**src/rtl/mem_port_arbiter_pkg.sv**
```systemverilog
`default_nettype none
// memarb_pkg: shared FSM state type, requester IDs and default timeout for mem_port_arbiter.
// Rev 1.0
package memarb_pkg;

  typedef enum logic [1:0] {
    IDLE = 2'd0,
    BUSY = 2'd1,
    DONE = 2'd2
  } state_e;

  localparam logic REQ_LS = 1'b0;
  localparam logic REQ_CC = 1'b1;

  localparam int TIMEOUT_DEFAULT = 16;

endpackage
`default_nettype wire

```
**src/rtl/mem_port_arbiter_rr_pick2.sv**
```systemverilog
`default_nettype none
// rr_pick2: combinational 2-way round-robin selector; on a tie the requester not granted last wins.
// Rev 1.0
module rr_pick2
  import memarb_pkg::*;
(
  input  logic [1:0] req,
  input  logic       last,
  output logic       gnt_valid,
  output logic       gnt_id
);

  always_comb begin
    gnt_valid = |req;
    if (&req)
      gnt_id = ~last;
    else if (req[REQ_LS])
      gnt_id = REQ_LS;
    else
      gnt_id = REQ_CC;
  end

endmodule
`default_nettype wire

```
**src/rtl/mem_port_arbiter.sv**
```systemverilog
`default_nettype none
// mem_port_arbiter: shares one data-memory port between load/store (0) and cache unit (1) via req/done.
// Optional BUSY abort after TIMEOUT cycles when MEMARB_TIMEOUT_EN is defined. Rev 1.0
module mem_port_arbiter
  import memarb_pkg::*;
#(
  parameter int BUS = 32
`ifdef MEMARB_TIMEOUT_EN
  , parameter int TIMEOUT = TIMEOUT_DEFAULT
`endif
) (
  input  logic           clk,
  input  logic           rst,
  input  logic           ls_req,
  input  logic           ls_we,
  input  logic [BUS-1:0] ls_addr,
  input  logic [BUS-1:0] ls_wdata,
  output logic           ls_done,
  output logic           ls_err,
  input  logic           cc_req,
  input  logic           cc_we,
  input  logic [BUS-1:0] cc_addr,
  input  logic [BUS-1:0] cc_wdata,
  output logic           cc_done,
  output logic           cc_err,
  output logic [BUS-1:0] rdata,
  output logic           stall,
  output logic           mem_req,
  output logic           mem_we,
  output logic [BUS-1:0] mem_addr,
  output logic [BUS-1:0] mem_wdata,
  input  logic           mem_ready,
  input  logic [BUS-1:0] mem_rdata
);

  state_e         state_q, state_d;
  logic           owner_q, owner_d;
  logic           ptr_q, ptr_d;
  logic           mem_req_q, mem_req_d;
  logic           mem_we_q, mem_we_d;
  logic [BUS-1:0] mem_addr_q, mem_addr_d;
  logic [BUS-1:0] mem_wdata_q, mem_wdata_d;
  logic [BUS-1:0] rdata_q, rdata_d;
  logic           ls_done_q, ls_done_d;
  logic           cc_done_q, cc_done_d;
  logic           gnt_valid;
  logic           gnt_id;

`ifdef MEMARB_TIMEOUT_EN
  localparam int CNT_W = $clog2(TIMEOUT + 1);
  logic [CNT_W-1:0] cnt_q, cnt_d;
  logic             ls_err_q, ls_err_d;
  logic             cc_err_q, cc_err_d;
`endif

  rr_pick2 u_pick (
    .req       ({cc_req, ls_req}),
    .last      (ptr_q),
    .gnt_valid (gnt_valid),
    .gnt_id    (gnt_id)
  );

  always_comb begin
    state_d     = state_q;
    owner_d     = owner_q;
    ptr_d       = ptr_q;
    mem_req_d   = mem_req_q;
    mem_we_d    = mem_we_q;
    mem_addr_d  = mem_addr_q;
    mem_wdata_d = mem_wdata_q;
    rdata_d     = rdata_q;
    ls_done_d   = 1'b0;
    cc_done_d   = 1'b0;
`ifdef MEMARB_TIMEOUT_EN
    cnt_d       = cnt_q;
    ls_err_d    = 1'b0;
    cc_err_d    = 1'b0;
`endif
    case (state_q)
      IDLE: begin
        if (gnt_valid) begin
          owner_d     = gnt_id;
          mem_req_d   = 1'b1;
          mem_we_d    = (gnt_id == REQ_CC) ? cc_we    : ls_we;
          mem_addr_d  = (gnt_id == REQ_CC) ? cc_addr  : ls_addr;
          mem_wdata_d = (gnt_id == REQ_CC) ? cc_wdata : ls_wdata;
          state_d     = BUSY;
`ifdef MEMARB_TIMEOUT_EN
          cnt_d       = '0;
`endif
        end
      end
      BUSY: begin
        if (mem_ready) begin
          rdata_d   = mem_rdata;
          mem_req_d = 1'b0;
          ls_done_d = (owner_q == REQ_LS);
          cc_done_d = (owner_q == REQ_CC);
          state_d   = DONE;
        end
`ifdef MEMARB_TIMEOUT_EN
        // The last silent BUSY cycle aborts the transfer with a zeroed read.
        else if (cnt_q == CNT_W'(TIMEOUT - 1)) begin
          rdata_d   = '0;
          mem_req_d = 1'b0;
          ls_done_d = (owner_q == REQ_LS);
          cc_done_d = (owner_q == REQ_CC);
          ls_err_d  = (owner_q == REQ_LS);
          cc_err_d  = (owner_q == REQ_CC);
          state_d   = DONE;
        end else begin
          cnt_d = cnt_q + CNT_W'(1);
        end
`endif
      end
      DONE: begin
        ptr_d   = owner_q;
        state_d = IDLE;
      end
      default: state_d = IDLE;
    endcase
  end

  always_ff @(posedge clk or posedge rst) begin
    if (rst) begin
      state_q     <= IDLE;
      owner_q     <= REQ_LS;
      ptr_q       <= 1'b1;
      mem_req_q   <= 1'b0;
      mem_we_q    <= 1'b0;
      mem_addr_q  <= '0;
      mem_wdata_q <= '0;
      rdata_q     <= '0;
      ls_done_q   <= 1'b0;
      cc_done_q   <= 1'b0;
`ifdef MEMARB_TIMEOUT_EN
      cnt_q       <= '0;
      ls_err_q    <= 1'b0;
      cc_err_q    <= 1'b0;
`endif
    end else begin
      state_q     <= state_d;
      owner_q     <= owner_d;
      ptr_q       <= ptr_d;
      mem_req_q   <= mem_req_d;
      mem_we_q    <= mem_we_d;
      mem_addr_q  <= mem_addr_d;
      mem_wdata_q <= mem_wdata_d;
      rdata_q     <= rdata_d;
      ls_done_q   <= ls_done_d;
      cc_done_q   <= cc_done_d;
`ifdef MEMARB_TIMEOUT_EN
      cnt_q       <= cnt_d;
      ls_err_q    <= ls_err_d;
      cc_err_q    <= cc_err_d;
`endif
    end
  end

  assign mem_req   = mem_req_q;
  assign mem_we    = mem_we_q;
  assign mem_addr  = mem_addr_q;
  assign mem_wdata = mem_wdata_q;
  assign rdata     = rdata_q;
  assign ls_done   = ls_done_q;
  assign cc_done   = cc_done_q;
  assign stall     = ls_req && !ls_done_q;

`ifdef MEMARB_TIMEOUT_EN
  assign ls_err = ls_err_q;
  assign cc_err = cc_err_q;
`else
  assign ls_err = 1'b0;
  assign cc_err = 1'b0;
`endif

endmodule
`default_nettype wire
```
**config.mk**
```make
export PLATFORM = sky130hd
export DESIGN_NAME = mem_port_arbiter
export DESIGN_NICKNAME = d
export VERILOG_FILES = /design/src/rtl/mem_port_arbiter_pkg.sv /design/src/rtl/mem_port_arbiter_rr_pick2.sv /design/src/rtl/mem_port_arbiter.sv
export SDC_FILE = /design/constraint.sdc
export NUM_CORES = 1
export LEC_CHECK = 0
export ABC_AREA = 1
export ABC_CLOCK_PERIOD_IN_PS = 4100
export BUFFER_PORTS_ARGS = -buffer_cell sky130_fd_sc_hd__buf_2
export CAP_MARGIN = 20
export CORE_AREA = 2 2 96 122
export CTS_CLUSTER_SIZE = 40
export DETAILED_ROUTE_END_ITERATION = 10
export DIE_AREA = 0 0 98 124
export PLACE_DENSITY_LB_ADDON = 0.12
export RECOVER_POWER = 50
export SLEW_MARGIN = 30
export SYNTH_ARGS = -nofsm -noshare
export SYNTH_HDL_FRONTEND = slang
export SYNTH_HIERARCHICAL = 1
export SYNTH_SLANG_ARGS = --single-unit
```
**constraint.sdc**
```tcl
create_clock -name clk -period 4.1 [get_ports clk]
set_clock_uncertainty 0.05 [all_clocks]
set_input_delay 0.205 -clock clk [delete_from_list [all_inputs] [get_ports clk]]
set_output_delay 0.205 -clock clk [all_outputs]
set_load 0.02 [all_outputs]
```
==> flow_summary.yaml <==
status:
  status: "finished, final reports clean"
clock_network:
  htreeDepth: 3
  clkTransAtPathRegs_ns: 0.07
  clk_latency_ns: 0.34
  holdBufCountCts: 1
  cts_tree: "yes"
  ctsResizeCount: 0
  post_cts_buffers: 0
  cts_inserted_buffers: 9
  clock_sinks: 104
  cts_buffer_depth: 2
  cts_root_buf: "clkbuf_16"
sta:
  timing.final.crit_share_pct: 51.7
  drv_slew: 0
  timing.hold.ws_ns: 0.0388
  layout_min_cycle_time_ns: 2.12
  setup_ws_ns: 1.98
  grt_setup_unrepaired: "no"
  relSlewSlack_pct: 42.9
  fmax_ghz: 0.471
  tightest_slew_ns: 0.857
  timing.setup.tns_ns: 0
  setup_violations: 0
  hold_viol_final: 0
global_routing:
  antenna_found_initial: 1
  gr-total-overflow: 0
  grt_max_degree: 84
  grt_pass1_wl_um: 21300
  grt.total_usage_pct: 21.8
  first_global_vias: 4496
cells_and_area:
  final_layout_size_suffix_gt1_share_pct: 21.5
  area_delta_synth_final_pct: 31.1
  n_antenna_cell: 0
  fill_cells: 1107
  nNetsFinal: 1072
  stdcell_area_um2: 6350
die:
  core_area_um2: 10900
  initial_core_util_pct: 44.4
  ioPinCount: 270
  die_area_um2: 12200
  rows: 43
  die_h_um: 124
  fp.dieW_um: 98
logic_synthesis:
  synth_area_leader_cell: "dfrtp_1"
  yosysSeqAreaShare_pct: 53.7
  synthTopCellsByCount: "nand2_1 (465), dfrtp_1 (103), nand3_1 (33)"
  yosys_warnings: 6
  yosysUniqueCellTypes: 18
  ys_ff_latch: 104
  yosysMostFrequentCell: "nand2_1"
  synth_edf_count: 0
  syn_area_um2: 4840
  synth_top_area_share_pct: 53.2
  async_flop_share_pct: 100
  synth_flop_cell: "dfrtp_1"
  syn_area_per_cell_um2: 7.33
  syn-instance-count: 661
  ys_top_cells_by_area: "dfrtp_1 (53%), nand2_1 (36%), nand3_1 (3.4%)"
route:
  vias_per_cell: 4.70
  drt-total-wl_um: 13600
  first_pass_iters: 4
  wl_per_cell_um: 13.0
  ant_nets: 0
  num_vias: 4909
  drc: 0
  drtIter0Drc: 217
setup_path:
  endpoint_kind: "register"
  slowest_delay_ns: 0.62
  crit_chain: "nor2_4, nand2_2, nand2_1, nand2_1"
  reg2reg_depth: 4
  crit_fanout: 36
  cp_common_cell: "nand2_1"
  start_kind: "register"
  crit_slowest_cell: "nor2_4"
  cp.arrival_ns: 2.30
  cp.required_ns: 4.28
  criticalPathCategory: "reg -> reg"
place:
  pre_cts_ws_ns: 2.00
  port_buffers: 267
  hpwl_um: 9650
  gp_congestion: 0.839
  placed_cell_area_um2: 6160
min_path:
  whs_path_depth: 3
  hold_path.class: "in -> reg"
power_and_ir_drop:
  ir_drop_mv: 0.392
  power.density_nw_per_um2: 748
  leakagePower_nw: 3.73
job:
  maxCapViolCount: 0
==> cell usage in the layout, fill, tap and decap left out <==
cell type	count
nand2_1	464
buf_2	166
dfrtp_1	103
clkbuf_1	101
nand3_1	33
clkbuf_16	9
inv_1	5
buf_4	4
nand2_2	3
clkinv_2	3
nor2_1	3
nor2_4	2
conb_1	2
clkinvlp_4	2
clkbuf_8	2
inv_2	1
nor2_2	1
inv_6	1
o21ai_0	1
bufinv_16	1
dlygate4sd3_1	1
dfstp_2	1
or2_1	1
==> power by group <==
| group | total, mW | switching, mW | internal [mW] |
|---|---|---|---|
| combinational | 2.11 | 1.55 | 0.561 |
| sequential | 1.78 | 0.266 | 1.51 |
| clock | 0.862 | 0.358 | 0.504 |
==> layout make-up <==
cell class	instances	area (µm²)	area share (%)
sequential	104	2600	41.0
multi-input combinational	510	1980	31.2
timing repair buffer	272	1250	19.7
clock buffer	11	253	3.98
tap	135	169	2.66
clock inverter	5	55.1	0.867
inverter	8	36.3	0.571
==> cell families after synthesis <==
kind of cell,Yosys count,synth area share [%]
and+or+nand+nor,507,40.5
other,1,0.0774
AOI/OAI and AO/OA,1,0.103
DFF,104,53.7
buffers and inverters,48,5.58
==> worst max-delay path: cells and delay by family, from the launching register on <==
| family | cells | cell delay (ns) |
|---|---|---|
| DFF | 1 | 0.46 |
| and+or+nand+nor | 4 | 1.48 |
==> stage by stage <==
stage | util (%) | power, mW | std cells
floorplan | - | 3.27 | 662
global placement | 56.4 | 3.97 | 1028
detailed placement | 56.4 | 4.03 | 1028
CTS | 59.3 | 4.92 | 1045
global route | 58.2 | 5.12 | 1045
finish | 58.2 | 4.75 | 1045
==> routing by layer <==
| layer | vias up | part of all wire, % | GRT usage (%) |
|---|---|---|---|
| met3 | 23 | 7.1 | 5.89 |
| met4 | 2 | 1.7 | 6.25 |
| met2 | 186 | 51 | 38.8 |
| met5 | - | 0.096 | 0 |
| met1 | 2224 | 40 | 26.2 |
| li1 | 2474 | - | - |
==> flip-flops by register name, summed over array words and instances (netlist names) <==
| name | flops |
|---|---|
| mem_wdata | 32 |
| mem_req | 1 |
| rdata | 32 |
| ptr_q | 1 |
| state_q | 2 |
| cc_done | 1 |
| mem_addr | 32 |
| ls_done | 1 |
| mem_we | 1 |
| owner_q | 1 |
==> final timing paths <==
path | startpoint | endpoint | slack, ns
max | state_q[1] | rdata[1] | 1.98
min | mem_rdata[31] | rdata[31] | 0.04
max reg2reg | state_q[1] | rdata[1] | 1.98
min reg2reg | owner_q | ls_done | 0.42
max in group asynchronous | rst | mem_wdata[25] | 2.72
min in group asynchronous | rst | rdata[22] | 0.51
Power figures use the tool's default switching activity.
